===== config.mk =====
export PLATFORM = sky130hd
export DESIGN_NAME = bram_stream_reader_flat
export DESIGN_NICKNAME = d
export VERILOG_FILES = /design/src/rtl/bram_reader_pkg.sv /design/src/rtl/bram_stream_reader_if.sv /design/src/rtl/stream_skid_fifo.sv /design/src/rtl/bram_stream_reader.sv /design/src/flat_wrapper.sv
export SDC_FILE = /design/constraint.sdc
export NUM_CORES = 1
export LEC_CHECK = 0
export ABC_AREA = 1
export CORE_MARGIN = 4
export CORE_UTILIZATION = 50
export CTS_CLUSTER_SIZE = 8
export DETAILED_ROUTE_END_ITERATION = 8
export PLACE_DENSITY = 0.78
export SLEW_MARGIN = 5
export SYNTH_ARGS = -nofsm -noshare
export SYNTH_HDL_FRONTEND = slang
export SYNTH_SLANG_ARGS = --single-unit

===== constraint.sdc =====
create_clock -name clk -period 2.1 [get_ports clk]
set_input_delay 0.525 -clock clk [delete_from_list [all_inputs] [get_ports clk]]
set_output_delay 0.525 -clock clk [all_outputs]
set_load 0.005 [all_outputs]

===== src/rtl/bram_reader_pkg.sv =====
// Shared definitions for the block-RAM stream reader: FSM encoding and skid FIFO sizing.
package bram_reader_pkg;

   typedef enum logic [1:0] {
      ST_IDLE  = 2'd0,
      ST_READ  = 2'd1,
      ST_DRAIN = 2'd2,
      ST_DONE  = 2'd3
   } state_e;

   localparam int unsigned FIFO_DEPTH = 2;
   localparam int unsigned FIFO_CNT_W = $clog2(FIFO_DEPTH + 1);

endpackage


===== src/rtl/bram_stream_reader_if.sv =====
// Valid/ready stream carrying one RAM word plus a last marker.
interface bram_stream_reader_if #(
   parameter int unsigned RAM_WIDTH = 8
) ();

   logic [RAM_WIDTH-1:0] m_data;
   logic                 m_valid;
   logic                 m_ready;
   logic                 m_last;

   modport master (output m_data, output m_valid, output m_last, input m_ready);
   modport slave  (input m_data, input m_valid, input m_last, output m_ready);

endinterface


===== src/rtl/stream_skid_fifo.sv =====
// Two-entry FIFO with registered head outputs; head data is stable until popped.
module stream_skid_fifo
   import bram_reader_pkg::*;
#(
   parameter int unsigned WIDTH = 8
) (
   input  logic                  clk,
   input  logic                  rst,
   input  logic                  push,
   input  logic [WIDTH-1:0]      push_data,
   input  logic                  pop,
   output logic [WIDTH-1:0]      head_data,
   output logic                  head_valid,
   output logic [FIFO_CNT_W-1:0] count
);

   logic [WIDTH-1:0]      tail_data;
   logic [FIFO_CNT_W-1:0] count_next;

   always_comb begin
      count_next = count + FIFO_CNT_W'(push) - FIFO_CNT_W'(pop);
   end

   // Callers only pop when head_valid and only push when there is room.
   always_ff @(posedge clk) begin
      if (rst) begin
         head_data  <= '0;
         tail_data  <= '0;
         head_valid <= 1'b0;
         count      <= '0;
      end else begin
         count      <= count_next;
         head_valid <= (count_next != '0);
         if (pop) begin
            if (count == FIFO_CNT_W'(2)) begin
               head_data <= tail_data;
               if (push) tail_data <= push_data;
            end else if (push) begin
               head_data <= push_data;
            end
         end else if (push) begin
            if (count == '0) head_data <= push_data;
            else             tail_data <= push_data;
         end
      end
   end

endmodule


===== src/rtl/bram_stream_reader.sv =====
// Walks a wrapping address range of a registered-read block RAM and streams the words out.
// Build option BRAM_STREAM_READER_CLEAR_EN zeroes each location as it is read.
module bram_stream_reader
   import bram_reader_pkg::*;
#(
   parameter int unsigned ADDR_WIDTH = 4,
   parameter int unsigned RAM_WIDTH  = 8,
   parameter int unsigned RAM_DEPTH  = 16
) (
   input  logic                  clk,
   input  logic                  rst,
   input  logic                  start,
   input  logic [ADDR_WIDTH-1:0] start_addr,
   input  logic [ADDR_WIDTH:0]   len,
   output logic                  busy,
   output logic                  done,
   output logic                  ram_wen,
   output logic [ADDR_WIDTH-1:0] ram_addr,
   output logic [RAM_WIDTH-1:0]  ram_wdata,
   input  logic [RAM_WIDTH-1:0]  ram_rdata,
   bram_stream_reader_if.master  m
);

   localparam int unsigned LEN_W = ADDR_WIDTH + 1;
   localparam int unsigned PLD_W = RAM_WIDTH + 1;
   localparam int unsigned OCC_W = FIFO_CNT_W + 1;

   state_e state, state_next;

   logic [LEN_W-1:0]      len_q;
   logic [LEN_W-1:0]      issued;
   logic                  inflight;
   logic                  inflight_last;
   logic                  issue;
   logic                  last_issue;
   logic                  pop;
   logic [OCC_W-1:0]      occupancy;
   logic [ADDR_WIDTH-1:0] addr_next;
   logic                  busy_d;
   logic                  done_d;

   logic [FIFO_CNT_W-1:0] fifo_count;
   logic                  fifo_valid;
   logic [PLD_W-1:0]      fifo_data;

   // Issue only while the buffer can absorb the word once it lands.
   always_comb begin
      pop        = fifo_valid & m.m_ready;
      occupancy  = OCC_W'(fifo_count) + OCC_W'(inflight);
      issue      = (state == ST_READ) && (issued < len_q) &&
                   (occupancy < (OCC_W'(FIFO_DEPTH) + OCC_W'(pop)));
      last_issue = issue && (issued == (len_q - LEN_W'(1)));
      addr_next  = (ram_addr == ADDR_WIDTH'(RAM_DEPTH - 1)) ? '0 : ram_addr + ADDR_WIDTH'(1);
   end

   always_ff @(posedge clk) begin
      if (rst) state <= ST_IDLE;
      else     state <= state_next;
   end

   always_comb begin
      state_next = state;
      unique case (state)
         ST_IDLE:  if (start) state_next = (len == '0) ? ST_DONE : ST_READ;
         ST_READ:  if (last_issue) state_next = ST_DRAIN;
         ST_DRAIN: if (!inflight && (fifo_count == FIFO_CNT_W'(pop))) state_next = ST_DONE;
         ST_DONE:  state_next = ST_IDLE;
         default:  state_next = ST_IDLE;
      endcase
   end

   always_comb begin
      busy_d = 1'b0;
      done_d = 1'b0;
      if (state_next != ST_IDLE) busy_d = 1'b1;
      if (state_next == ST_DONE) done_d = 1'b1;
   end

   always_ff @(posedge clk) begin
      if (rst) begin
         busy          <= 1'b0;
         done          <= 1'b0;
         ram_addr      <= '0;
         len_q         <= '0;
         issued        <= '0;
         inflight      <= 1'b0;
         inflight_last <= 1'b0;
      end else begin
         busy          <= busy_d;
         done          <= done_d;
         inflight      <= issue;
         inflight_last <= last_issue;
         if ((state == ST_IDLE) && start) begin
            ram_addr <= start_addr;
            len_q    <= len;
            issued   <= '0;
         end else if (issue) begin
            ram_addr <= addr_next;
            issued   <= issued + LEN_W'(1);
         end
      end
   end

   stream_skid_fifo #(
      .WIDTH (PLD_W)
   ) u_fifo (
      .clk        (clk),
      .rst        (rst),
      .push       (inflight),
      .push_data  ({inflight_last, ram_rdata}),
      .pop        (pop),
      .head_data  (fifo_data),
      .head_valid (fifo_valid),
      .count      (fifo_count)
   );

   assign m.m_valid = fifo_valid;
   assign m.m_data  = fifo_data[RAM_WIDTH-1:0];
   assign m.m_last  = fifo_data[RAM_WIDTH];

   // Write strobe must coincide with the read address, so it follows issue directly.
`ifdef BRAM_STREAM_READER_CLEAR_EN
   assign ram_wen   = issue & ~rst;
   assign ram_wdata = '0;
`else
   assign ram_wen   = 1'b0;
   assign ram_wdata = '0;
`endif

endmodule


===== src/flat_wrapper.sv =====
// flat-port wrapper written by rule: the top's interface ports become plain ports
module bram_stream_reader_flat import bram_reader_pkg::*;
#(
   parameter int unsigned ADDR_WIDTH = 4,
   parameter int unsigned RAM_WIDTH  = 8,
   parameter int unsigned RAM_DEPTH  = 16
)
  (clk, rst, start, start_addr, len, busy, done, ram_wen, ram_addr, ram_wdata, ram_rdata, m_m_data, m_m_valid, m_m_last, m_m_ready);
  bram_stream_reader_if #(.RAM_WIDTH(RAM_WIDTH)) m_i ();
  input  logic clk;
  input  logic rst;
  input  logic start;
  input  logic [ADDR_WIDTH-1:0] start_addr;
  input  logic [ADDR_WIDTH:0] len;
  output logic busy;
  output logic done;
  output logic ram_wen;
  output logic [ADDR_WIDTH-1:0] ram_addr;
  output logic [RAM_WIDTH-1:0] ram_wdata;
  input  logic [RAM_WIDTH-1:0] ram_rdata;
  output wire logic [$bits(m_i.m_data)-1:0] m_m_data;
  output wire logic [$bits(m_i.m_valid)-1:0] m_m_valid;
  output wire logic [$bits(m_i.m_last)-1:0] m_m_last;
  input wire logic [$bits(m_i.m_ready)-1:0] m_m_ready;
  assign m_m_data = m_i.m_data;
  assign m_m_valid = m_i.m_valid;
  assign m_m_last = m_i.m_last;
  assign m_i.m_ready = m_m_ready;
  bram_stream_reader #(.ADDR_WIDTH(ADDR_WIDTH), .RAM_WIDTH(RAM_WIDTH), .RAM_DEPTH(RAM_DEPTH)) u_core (.clk(clk), .rst(rst), .start(start), .start_addr(start_addr), .len(len), .busy(busy), .done(done), .ram_wen(ram_wen), .ram_addr(ram_addr), .ram_wdata(ram_wdata), .ram_rdata(ram_rdata), .m(m_i));
endmodule

==> impl_metrics.json, run 1 <==
{
  "gp_congestion": 0.810,
  "cp.required_ns": 2.26,
  "period_share": 0.866,
  "yosys-top-cells-area": "dfxtp_1 (36%), inv_1 (7.6%), ha_1 (7.2%)",
  "n_fill_cell": 373,
  "dieArea_um2": 5660,
  "combinationalPowerShare": 0.237,
  "cts-root-buf": "clkbuf_8",
  "hold_viol": 0,
  "clock_sinks": 41,
  "period_minus_slack_ns": 1.82,
  "cts_resized": 0,
  "pwr-share-seq": 0.415,
  "wl_um": 4510,
  "switching_share": 0.291,
  "nets": 364,
  "rows": 24,
  "initial_core_util": 0.520,
  "first_global_vias": 1762,
  "netlist_instances": 293,
  "clock_path_buffers": 2,
  "ys_ff_latch": 41,
  "ys.flop_type": "dfxtp_1",
  "rsz0062_at_grt": "false",
  "dieWidth_um": 75.3,
  "grt_usage": 0.181,
  "cap_violations": 0,
  "io_buffers": 36,
  "dr.pass1.iters": 4,
  "leakage_uw": 0.00110,
  "yosysMostFrequentCell": "inv_1",
  "ctsHoldBuffers": 0,
  "hold_path.class": "reg2reg",
  "drt_first_iter_violations": 111,
  "insertion_delay_ns": 0.30,
  "ir_drop_v": 0.000510,
  "synth.largest_area_cell": "dfxtp_1",
  "slew_headroom": 0.511,
  "path_clk_slew_ns": 0.08,
  "finish.instance_area_um2": 2750,
  "grt_max_degree": 19,
  "cp_max_fo": 18,
  "finalSetupViolations": 0,
  "ant_nets": 0,
  "grt-ovfl-total": 0,
  "avgRoutedWirePerCell_um": 11.8,
  "switchingPower_uw": 644,
  "place_area_um2": 2610,
  "cts_buffers": 5,
  "tightest_slew_ns": 0.734,
  "arrival_ns": 1.98,
  "netlist_area_um2": 2260,
  "synth-edff-count": 0,
  "yosysTopAreaCellShare": 0.363,
  "clock_skew_ns": 0.00388,
  "power_density_nw_per_um2": 806,
  "power_frac_clock": 0.349,
  "dieHeight_um": 75.3,
  "p_total_uw": 2210,
  "power.internal_uw": 1570,
  "place_hpwl_um": 3310,
  "synth_commonest_cells": "inv_1 (46), dfxtp_1 (41), nand2_1 (37)",
  "whs_ns": 0.458,
  "vias": 1915,
  "worstSetupPathType": "in2reg",
  "antenna_found_initial": 0,
  "status": "finished, final reports clean",
  "synth_cell_types": 36,
  "cts_tree": "built",
  "worstSetupStartpointType": "input port",
  "ys_seq_area_frac": 0.363,
  "finalCoreUtilization": 0.630,
  "max_clock_freq_mhz": 550,
  "area_growth_pct": 21.3,
  "synth_async_sr_flop_share": 0,
  "drc_errors": 0,
  "yosys_warnings": 0,
  "drive_gt1_frac": 0.112,
  "antenna_cells": 0,
  "io_pins": 46,
  "via_per_inst": 5.00,
  "grt_pass1_wl_um": 7780,
  "crit_path_end_kind": "register",
  "core_um2": 4350,
  "syn_avg_cell_area_um2": 7.72,
  "drv_slew": 0,
  "postCtsSetupBuffers": 0,
  "ctsHtreeMaxLevel": 2
}
[stage by stage]
| step | setup WS [ns] | TNS (ns) | std cells |
|---|---|---|---|
| final | 0.280 | 0 | 383 |
| after global routing | 0.0979 | 0 | 383 |
| after CTS | 0.269 | 0 | 383 |
| after detailed placement | -0.0267 | -0.127 | 375 |
| after global placement | 0.0280 | 0 | 375 |
| after floorplan | 0.445 | 0 | 301 |
[sequential cells by signal (all words and copies together) (netlist names)]
name                      cells
u_core.len_q                  5
u_core.u_fifo.count           2
u_core.u_fifo.tail_data       9
u_core.busy                   1
u_core.u_fifo.head_data       9
u_core.ram_addr               4
u_core.done                   1
u_core.u_fifo.head_valid      1
u_core.issued                 5
u_core.inflight               1
u_core.state                  2
u_core.inflight_last          1
[cells in the final DEF (no fill, tap or decap), types with 2 or more instances in the layout]
master,instances
o21ai_0,15
ha_1,13
a21oi_1,19
a21oi_4,2
nand3_1,12
nor3_1,2
a211oi_2,2
nand2_2,5
bufinv_16,2
inv_1,46
nand2_1,37
conb_1,9
inv_2,4
clkdlybuf4s50_1,36
nand4_1,3
a211oi_1,17
nor2_2,3
buf_4,2
nand2_4,2
nor2_1,33
o21ai_2,3
nor4_1,2
clkbuf_8,5
xnor2_1,3
dfxtp_1,41
a31oi_1,2
[per-layer routing]
| metal | wire, µm | GRT usage |
|---|---|---|
| met3 | 294 | 0.0454 |
| met1 | 2180 | 0.241 |
| met2 | 1940 | 0.274 |
| met5 | 0 | 0 |
| met4 | 90 | 0.0874 |
[worst max-delay path, stage by stage]
cell and delay (ns):
clkdlybuf4s50_1 0.47, nand2_2 0.08, ha_1 0.21, nor2_1 0.12, o21ai_2 0.22, a211oi_1 0.28
a211oi_1 0.07
[power groups by stage]
| stage | Combinational [µW] | Sequential (µW) | Clock (µW) |
|---|---|---|---|
| finish | 524 | 918 | 772 |
| global route | 605 | 928 | 821 |
| CTS | 528 | 917 | 791 |
| detailed placement | 524 | 934 | 0 |
| global placement | 512 | 934 | 0 |
| floorplan | 372 | 925 | 0 |
[final timing paths]
path | startpoint | end | slack [ns] | cells past startpoint
min | u_core.u_fifo.head_data[7]$_SDFFE_PP0P_ | u_core.u_fifo.head_data[7]$_SDFFE_PP0P_ | 0.46 | 2
max reg2reg | u_core.len_q[2]$_SDFFE_PP0P_ | u_core.busy$_SDFF_PP0_ | 0.30 | 12
min reg2reg | u_core.u_fifo.head_data[7]$_SDFFE_PP0P_ | u_core.u_fifo.head_data[7]$_SDFFE_PP0P_ | 0.46 | 2
max | m_m_ready | u_core.u_fifo.head_data[3]$_SDFFE_PP0P_ | 0.28 | 7
[final cells by class]
class                   count  area (µm²)  area share
inverters                  51         194      0.0706
clock inverters             3        68.8      0.0251
multi-input cells         193        1150       0.420
clock buffers               5        68.8      0.0251
repair buffers             38         375       0.137
well taps                  52        65.1      0.0237
flip-flops and latches     41         821       0.299
[logic make-up after synthesis]
| family | after synthesis | synth area share |
|---|---|---|
| and+or+nand+nor | 104 | 0.223 |
| xor gates and xnor gates | 4 | 0.0155 |
| adders and majority gates | 13 | 0.0719 |
| other | 1 | 0.00166 |
| DFF | 41 | 0.363 |
| AOI/OAI and AO/OA | 63 | 0.184 |
| buffers and inverters | 67 | 0.141 |
Power figures use the tool's default switching activity.
==> inputs of run 2 (changes only) <==
Settings changed: SETUP_SLACK_MARGIN set to 0.2.
==> run 2 against run 1 <==
Core utilization is 0.75 points higher; die area stayed put; worst hold slack about the same; clock skew is essentially flat; first-iteration DRC count fell by 6.3%; worst setup slack better by 0.016 ns; largest power group unchanged; highest routed layer unchanged.
==> impl_metrics.json, run 2 (same netlist as run 1, synthesis figures left out) <==
{
  "status": "finished, final reports clean",
  "final_common_cell": "inv_1",
  "grt-ovfl-total": 0,
  "seq_area_um2": 825,
  "reg_top3": "u_core.u_fifo.head_data x9, u_core.u_fifo.tail_data x9",
  "gp_congestion": 0.810,
  "whs_ns": 0.458,
  "clock_path_buffers": 2,
  "avgRoutedWirePerCell_um": 11.9,
  "finalSetupViolations": 0,
  "wl_um": 4570,
  "io_pins": 46,
  "cp_max_fo": 7,
  "clock_skew_ns": 0.00370,
  "dieWidth_um": 75.3,
  "hold_viol": 0,
  "rows": 24,
  "grt_pass1_wl_um": 7780,
  "power_density_nw_per_um2": 807,
  "nets": 366,
  "n_fill_cell": 372,
  "crit_path_end_kind": "register",
  "final_cell_mix": "inv_1 (46), dfxtp_1 (38), nand2_1 (36), clkdlybuf4s50_1 (36), nor2_1 (33)",
  "antenna_cells": 0,
  "vias": 1936,
  "multiInputGateArea_um2": 1170,
  "grt_max_degree": 19,
  "io_buffers": 36,
  "clock_sinks": 41,
  "area_growth_pct": 22.8,
  "drv_slew": 0,
  "dieHeight_um": 75.3,
  "insertion_delay_ns": 0.30,
  "ctsHtreeMaxLevel": 2,
  "final.setup.tns_ns": 0,
  "via_per_inst": 5.03,
  "core_um2": 4350,
  "initial_core_util": 0.520,
  "cp_top_family": "simple AND/OR/NAND/NOR gates",
  "arrival_ns": 2.00,
  "first_global_vias": 1762,
  "place_hpwl_um": 3310,
  "cts_buffers": 5,
  "cp.required_ns": 2.30,
  "ant_nets": 0,
  "drive_gt1_frac": 0.129,
  "grt_usage": 0.181,
  "cts-root-buf": "clkbuf_8",
  "dr.pass1.iters": 4,
  "antenna_found_initial": 0,
  "path_cells": "inv_1 -> ha_1 -> nand2_1 -> inv_1 -> nand2_1 -> nand4_4 -> nor2_8 -> buf_4 -> inv_4 -> nor3_1 -> nor2_1",
  "path_clk_slew_ns": 0.08,
  "leakage_uw": 0.00111,
  "cp_num_buf_inv": 4,
  "rsz0062_at_grt": "true",
  "ir_drop_v": 0.000511,
  "cp_slowest_cell": "dfxtp_1",
  "drc_errors": 0,
  "drt_first_iter_violations": 104,
  "dieArea_um2": 5660,
  "slowest_delay_ns": 0.34,
  "period_minus_slack_ns": 1.80,
  "max_clock_freq_mhz": 554,
  "cap_violations": 0,
  "period_share": 0.859,
  "worstSetupStartpointType": "register",
  "cts_tree": "built",
  "hold_path.class": "reg2reg",
  "ctsHoldBuffers": 0,
  "worstSetupPathType": "reg2reg"
}
==> run 2: changes by cell type in the layout (fill, tap and decap cells not counted) <==
| cell | change |
|---|---|
| nor2_4 | +1 |
| dfxtp_1 | -3 |
| dfxtp_2 | +3 |
| buf_4 | +1 |
| nand2_1 | -1 |
| o21ai_2 | -1 |
| nand2_2 | +1 |
| o21ai_4 | +1 |
==> run 2: final timing paths <==
check,depth (start not counted),slack [ns],startpoint,to
worst max-delay path,11,0.30,u_core.len_q[4]$_SDFFE_PP0P_,u_core.issued[2]$_SDFFE_PP0P_
worst min-delay path,2,0.46,u_core.u_fifo.head_data[7]$_SDFFE_PP0P_,u_core.u_fifo.head_data[7]$_SDFFE_PP0P_
worst max register to register,11,0.30,u_core.len_q[4]$_SDFFE_PP0P_,u_core.issued[2]$_SDFFE_PP0P_
worst min register to register,2,0.46,u_core.u_fifo.head_data[7]$_SDFFE_PP0P_,u_core.u_fifo.head_data[7]$_SDFFE_PP0P_
==> run 2: tightest hold or removal path, cell delays in order, from the launching register on <==
cell      delay [ns]
dfxtp_1         0.31
inv_1           0.05
a211oi_1        0.05
==> run 2: power breakdown <==
part	leakage (µW)	internal, µW	switching (µW)
clock	0.0000687	479	294
combinational	0.000708	247	303
sequential	0.000335	855	64.9
total	0.00111	1580	662
==> run 2: final cells by class <==
cell class	instances	area share
multi-input combinational	194	0.423
sequential	41	0.297
timing repair buffer	39	0.138
inverter	51	0.0698
clock buffer	5	0.0248
clock inverter	3	0.0248
tap	52	0.0234
==> run 2: metrics by stage <==
stage | utilization | power [µW] | area, µm² | instances | setup WS, ns
after floorplan | - | 1300 | 2290 | 301 | 0.445
after global placement | 0.599 | 1450 | 2610 | 375 | 0.0280
after detailed placement | 0.599 | 1460 | 2610 | 375 | -0.0267
after CTS | 0.630 | 2240 | 2750 | 383 | 0.269
after global routing | 0.638 | 2380 | 2780 | 385 | 0.169
final | 0.638 | 2240 | 2780 | 385 | 0.296
==> run 2: repair_timing <==
item / CTS / global route
gates resized for setup: 0 / 5
setup endpoints to repair: 0 / 9
setup buffers: 0 / 1
==> run 2: routing by layer <==
layer,GRT usage,share of wire
met1,0.241,0.47
met2,0.274,0.44
met3,0.0454,0.062
met4,0.0874,0.020
met5,0,0
==> inputs of run 3 (changes only) <==
Settings changed: GPL_TIMING_DRIVEN set to 1.
==> results of run 3 <==
Final layout, timing and power as in run 2 (identical DEF).
